File: config.mk
export PLATFORM = sky130hd
export DESIGN_NAME = gpio_mmio
export DESIGN_NICKNAME = d
export VERILOG_FILES = /design/src/rtl/gpio_mmio.sv
export SDC_FILE = /design/constraint.sdc
export NUM_CORES = 1
export LEC_CHECK = 0
export ABC_AREA = 1
export CAP_MARGIN = 5
export CORE_UTILIZATION = 33
export DETAILED_ROUTE_END_ITERATION = 16
export PLACE_DENSITY_LB_ADDON = 0.05
export SYNTH_ARGS = -nofsm -noshare
export SYNTH_HDL_FRONTEND = slang
export SYNTH_SLANG_ARGS = --single-unit
File: constraint.sdc
create_clock -name clk -period 3.35 [get_ports clk]
set_input_delay 0.5025 -clock clk [delete_from_list [all_inputs] [get_ports clk]]
set_output_delay 0.5025 -clock clk [all_outputs]
set_load 0.005 [all_outputs]
File: src/rtl/gpio_mmio.sv
// Memory-mapped GPIO: synchronised, debounced inputs with sticky rising-edge flags
// and a maskable interrupt, plus a set/clear-able output register for LEDs.
module gpio_mmio #(
  parameter int unsigned N_IN     = 8,
  parameter int unsigned N_OUT    = 8,
  parameter int unsigned DEBOUNCE = 4,
  parameter int unsigned CNT_W    = $clog2(DEBOUNCE + 1)
) (
  input  logic              clk,
  input  logic              reset,
  input  logic              sel,
  input  logic              we,
  input  logic [4:0]        addr,
  input  logic [31:0]       wdata,
  output logic [31:0]       rdata,
  input  logic [N_IN-1:0]   gpio_in,
  output logic [N_OUT-1:0]  gpio_out,
  output logic              irq
);

  localparam logic [2:0] REG_IN      = 3'd0;
  localparam logic [2:0] REG_OUT     = 3'd1;
  localparam logic [2:0] REG_OUT_SET = 3'd2;
  localparam logic [2:0] REG_OUT_CLR = 3'd3;
  localparam logic [2:0] REG_EDGE    = 3'd4;
  localparam logic [2:0] REG_IRQ_EN  = 3'd5;

  logic [N_IN-1:0]  s1_q, s1_d;
  logic [N_IN-1:0]  s2_q, s2_d;
  logic [N_IN-1:0]  stable_q, stable_d;
  logic [CNT_W-1:0] cnt_q [N_IN];
  logic [CNT_W-1:0] cnt_d [N_IN];
  logic [N_OUT-1:0] out_q, out_d;
  logic [N_IN-1:0]  edge_q, edge_d;
  logic [N_IN-1:0]  irq_en_q, irq_en_d;
  logic [N_IN-1:0]  edge_clr;
  logic [2:0]       reg_idx;
  logic             wr;
  logic             unused_c;

  assign reg_idx  = addr[4:2];
  assign wr       = sel & we;
  assign unused_c = ^{addr[1:0], wdata};

  // Next-state: synchroniser, per-bit debouncer, bus writes, edge flags
  always_comb begin
    s1_d     = gpio_in;
    s2_d     = s1_q;
    stable_d = stable_q;
    cnt_d    = cnt_q;
    out_d    = out_q;
    irq_en_d = irq_en_q;
    edge_clr = '0;

    for (int i = 0; i < int'(N_IN); i++) begin
      if (s2_q[i] == stable_q[i]) begin
        cnt_d[i] = '0;
      end else if (cnt_q[i] == CNT_W'(DEBOUNCE - 1)) begin
        stable_d[i] = s2_q[i];
        cnt_d[i]    = '0;
      end else begin
        cnt_d[i] = cnt_q[i] + CNT_W'(1);
      end
    end

    if (wr) begin
      case (reg_idx)
        REG_OUT:     out_d    = wdata[N_OUT-1:0];
        REG_OUT_SET: out_d    = out_q | wdata[N_OUT-1:0];
        REG_OUT_CLR: out_d    = out_q & ~wdata[N_OUT-1:0];
        REG_EDGE:    edge_clr = wdata[N_IN-1:0];
        REG_IRQ_EN:  irq_en_d = wdata[N_IN-1:0];
        default:     ;
      endcase
    end

    // A rising edge landing on the same cycle as a W1C clear keeps the flag set
    edge_d = (edge_q & ~edge_clr) | (stable_d & ~stable_q);
  end

  always_ff @(posedge clk or posedge reset) begin
    if (reset) begin
      s1_q     <= '0;
      s2_q     <= '0;
      stable_q <= '0;
      for (int i = 0; i < int'(N_IN); i++) cnt_q[i] <= '0;
      out_q    <= '0;
      edge_q   <= '0;
      irq_en_q <= '0;
    end else begin
      s1_q     <= s1_d;
      s2_q     <= s2_d;
      stable_q <= stable_d;
      cnt_q    <= cnt_d;
      out_q    <= out_d;
      edge_q   <= edge_d;
      irq_en_q <= irq_en_d;
    end
  end

  // Read mux, combinational from addr; idle bus reads zero
  always_comb begin
    rdata = '0;
    if (sel) begin
      case (reg_idx)
        REG_IN:     rdata = 32'(stable_q);
        REG_OUT:    rdata = 32'(out_q);
        REG_EDGE:   rdata = 32'(edge_q);
        REG_IRQ_EN: rdata = 32'(irq_en_q);
        default:    rdata = '0;
      endcase
    end
  end

  assign gpio_out = out_q;
  assign irq      = |(edge_q & irq_en_q);

endmodule
# ---- Yosys cells after proc, flatten, opt, wreduce, memory -nomap -nowiden
# Index checks and enable logic that the tools add are counted.
dict set report totals {
  regBits 72
  latch_bits 0
  mem_bits_rw 0
  romBits 0
  input_bits 49
  word_cells 95
  n_memories 0
}
dict set report classes {
  n_addsub 8
  mul 0
  div_mod_pow 0
  order_cmp 0
  n_eq_ne 21
  shifts 0
  muxes 37
  bitwise_logic 10
  n_reduce_logical 5
}
# operator count
set ops {}
lappend ops {{2-to-1 mux 3 bit} 16}
lappend ops {{bitwise AND 8 bit} 4}
lappend ops {{case mux 8 bit (4 select lines)} 1}
lappend ops {{== test 3 x 2 -> 1 bit (second input constant)} 10}
lappend ops {{adder 3 x 1 -> 3 bit (second input constant)} 8}
lappend ops {{2-to-1 mux 8 bit} 3}
lappend ops {{NOT 8 bit} 3}
lappend ops {{case mux 8 bit (3 select lines)} 1}
lappend ops {{2-to-1 mux 1 bit} 16}
lappend ops {{bitwise OR 8 bit} 2}
lappend ops {{== test 1 bit} 8}
lappend ops {{OR reduction 8 bit} 1}
lappend ops {{== test 3 bit (second input constant)} 2}
lappend ops {{AND reduction 2 bit} 2}
lappend ops {{== test 3 x 1 -> 1 bit (second input constant)} 1}
lappend ops {{zero test 3 bit} 1}
lappend ops {{nonzero test 3 bit} 1}
lappend ops {{bitwise AND 1 bit} 1}

# ---- Logic depth before layout (Yosys ltp)
dict set report logic_depth {
  word_depth 6
  mapped_depth 7
  ltp_nobuf 6
}

# ---- Least setup slack after synthesis
# No wires, ideal clock.
dict set report synth_path {
  path_type {input port to output port}
  from {input addr[2]}
  to {output rdata[0]}
  arrival_ps 1176
  setup_slack_ps 1671
  cell_stages 7
  n_path_buf 2
  cell_sequence {buf_6 > nor2_4 > buf_6 > nand3_1 > nand2_1 > nor2_1 > nor2_1}
}
dict set report synth_between {
  elab_chain_cells 3
}
# element line
set synth_lines {}
lappend synth_lines {{start, declared} 13} ;# input logic [4:0] addr,
lappend synth_lines {{== test 3 bit (tied with other cells)} 105} ;# case (reg_idx)
lappend synth_lines {{case mux 8 bit (4 select lines) *} 105}
lappend synth_lines {{2-to-1 mux 8 bit *} 104} ;# if (sel) begin
lappend synth_lines {{end, declared} 15} ;# output logic [31:0] rdata,
# Every way passes the cells marked *; elsewhere a longest branch is shown, timed or not.

# ---- Worst setup path after layout
dict set report layout_path {
  from {input addr[3]}
  to {output rdata[5]}
}
# The elaborated chain is that of the path after synthesis.

==> metrics.sh <==
RESULT_OF_THE_RUN='complete, no violations'
VIA_COUNT=2527
NETLIST.AREA_LEADER.SHARE=0.5371
CTS_NUM_SINKS=72
CLOCK_PERIOD_MINUS_FINAL_WORST_SETUP_SLACK_NS=2.905
SLEW_HEADROOM=0.6424
ANTENNA_FOUND_INITIAL=0
TIMING_WORST_SLEW_PIN_VALUE_NS=0.5357
YOSYS-TOP-CELLS-AREA='dfrtp_1, nand2_1, buf_4, nor2_1, o21ai_1'
POSTSYNTH.ASYNCRESETSHARE=1.000
SETUP_VIOLATIONS=0
CTS-HTREE-LEVELS=3
SYN-MEAN-INSTANCE-AREA_UM2=9.140
SYNTH_ENABLE_FLOP_CELLS=0
GR-USAGE-MET1=0.2232
STD_CELL_ROWS=36
GRT_SETUP_UNREPAIRED='false'
WL_FINAL_UM=7329
POST_SYNTH_AND_OR_NAND_NOR_AREA_FRACTION=0.2618
SYNTH.LIB_CELLS_USED.DISTINCT=23
COMPLEX_GATE_FRACTION_OF_THE_SYNTHESIZED_AREA=0.05968
STARTING_DRT_DRC_COUNT=99
GRT_UTIL_MET3=0.03390
DOMINANT_COMBINATIONAL_CELL_FAMILY_BY_AREA_AFTER_SYNTHESIS='simple AND/OR/NAND/NOR gates'
WORSTPATHREQUIRED_NS=2.85
INITIAL_UTILIZATION=0.3416
TIMING.FINAL.MAX_SLEW_VIOLATIONS=0
CTS_TREE='built'
POST-ROUTE-PERIOD-UTIL=0.8673
SYNTHESIS.INSTANCES=367
FIRST_GLOBAL_VIAS=2372
ANTENNA_CELLS_INSERTED=0
MAXIMUM_CAPACITANCE_VIOLATIONS=0
IRDROPWORSTVDD_mV=0.1980
DETAIL_ROUTE.FIRST_PASS.ITERATIONS=4
ANTENNA_VIOLATING_NETS_POST_ROUTE=0
SYNTH.AREA.MUX_SHARE=0
YOSYS_REGISTER_BITS=72
YOSYS.AREA_SHARE.XOR_XNOR=0.02089
FINAL.SETUP_SKEW_NS=0.006114
DP_HPWL_UM=4716
YS_WARN_COUNT=0
GLOBALPLACE.CONGESTION=0.6963
POST_CTS_HOLD_BUFFER_COUNT=0
CLK_PIN_SLEW_NS=0.08
CTS.ROOT.BUFFER_CELL='clkbuf_8'
FINISH.UTILIZATION=0.4021
DIE-WIDTH_UM=102.8
DRT-WIRELENGTH-PER-CELL_UM=13.37
CLOCKBUFFERDEPTH=2
GRT_USE_MET2=0.2364
IO_PINS=90
CTS.REPAIR_TIMING.SETUP_BUFFER_COUNT=0
TOP_CELL_TYPE_BY_TOTAL_AREA_AFTER_SYNTHESIS='dfrtp_1'
GRT-BUSIEST-LAYER='met2'
LAYOUT.NETS=468
CLKLATENCYLATEPIN_NS=0.35
FIN_SETUP_TNS_NS=0
FLOORPLAN.CORE_AREA_MM2=0.009819
GRT_MAX_DEGREE=50
FMAXACHIEVABLE_MHz=344.2
POST_SYNTH_INSTANCE_AREA_MM2=0.003354
GRT_UTIL_ALL_LAYERS=0.1578
FILLER_CELL_COUNT=1030
R2R_SLACK_NS=2.30
CTSRESIZECOUNT=0
PATH_CLASS='input port to output port'
CTS_INSERTED_BUFFERS=9
SYNTHTOLAYOUTAREAGROWTH_PCT=17.72
VIA_PER_INST=4.611
WORST_HOLD_SLACK_NS=0.3451
P_PER_AREA_mW_PER_MM2=610.1
WIRE_LENGTH_OF_THE_FIRST_GLOBAL_ROUTING_PASS_UM=12220
FP.DIEH_UM=102.8
GR-TOTAL-OVERFLOW=0
SETUP.WORST_PATH.END_CLASS='output port'
LEAKAGE_nW=1.835
ARRIVAL_NS=2.40
POST-LAYOUT-TOTAL-POWER_mW=2.409
DRC=0
DESIGN.DIE.AREA_MM2=0.01057
FINAL-HOLD-VIOLATION-COUNT=0
SYNTHADDERAREAFRAC=0.02984
POST_ROUTE_CELLS_DRIVE_ABOVE_1_SHARE=0.06988
CRITPATHLAUNCHTYPE='input port'
YS_TOP_CELLS_BY_COUNT='nand2_1, dfrtp_1, nor2_1, o21ai_1, buf_4'
HP-CLASS='flip-flop to flip-flop'
IO_BUFFERS=39
YOSYSMOSTFREQUENTCELL='nand2_1'
SYNTH_SEQ_AREA_SHARE=0.5371
YS.FLOP_TYPE='dfrtp_1'
CRITICAL_PATH_MAXIMUM_FANOUT=26
[area by class of cell]
type                            count  area, um2  area share
Multi-Input combinational cell    270       1339      0.3390
Tap cell                          133      166.4     0.04214
Inverter                           16      62.56     0.01584
Clock inverter                      4      22.52    0.005703
Timing Repair Buffer               42      425.4      0.1077
Sequential cell                    72       1802      0.4563
Clock buffer                       11      131.4     0.03327
[critical path: stages]
cell and delay (ns):
clkdlybuf4s50_1 0.49, inv_2 0.43, nand4_1 0.15, nand2_1 0.11, nor2_1 0.05, nor2_1 0.14, clkdlybuf4s50_1 0.53
[layout by cell type, fill, tap and decap left out, types with 6 or more instances in the layout]
cell type         n
clkdlybuf4s50_1  39
ha_1              8
dfrtp_1          72
nand3_1          17
nand4_1          17
clkbuf_8          9
nand2_1          90
nor3b_1           6
nor3_1            8
conb_1           24
nor2_1           43
o21ai_1          32
o21ai_0           8
inv_1            12
xnor2_1           8
[cells by family after synthesis]
kind of cell | after synthesis
XOR/XNOR | 8
adder cells (fa/ha/maj) | 8
buffers and inverters | 48
AND/OR/NAND/NOR | 190
AO/OA/AOI/OAI | 40
flip-flops | 72
other | 1
[per-layer routing]
metal,vias up,part of all wire
met3,8,0.044
li1,1250,-
met4,0,0.014
met5,-,0
met2,65,0.45
met1,1204,0.49
[registers in the layout (all words and copies together) (netlist names)]
name      flops
cnt_q        24
stable_q      8
s2_q          8
gpio_out      8
irq_en_q      8
s1_q          8
edge_q        8
[through the flow]
step / cells / setup slack, ns / instance area, um2
detailed placement: 533 / 0.4506 / 3795
floorplan: 390 / 1.023 / 3441
finish: 548 / 0.4446 / 3949
global placement: 533 / 0.4337 / 3795
global route: 548 / 0.3384 / 3949
CTS: 548 / 0.4342 / 3949
[power by group]
group | total (mW) | internal [mW] | switching (mW)
combinational | 0.580 | 0.278 | 0.302
sequential | 1.25 | 1.09 | 0.160
clock | 0.583 | 0.261 | 0.322
[worst paths after layout]
path	start	endpoint	cells after the start
worst min register to register	s1_q[2]$_DFF_PP0_	s2_q[2]$_DFF_PP0_	0
worst min-delay path	s1_q[2]$_DFF_PP0_	s2_q[2]$_DFF_PP0_	0
max in group asynchronous	reset	edge_q[7]$_DFF_PP0_	3
min in group asynchronous	reset	cnt_q[5]$_DFF_PP0_	2
worst max-delay path	addr[3]	rdata[5]	7
worst max register to register	cnt_q[6]$_DFF_PP0_	edge_q[5]$_DFF_PP0_	5
Power figures use the tool's default switching activity.
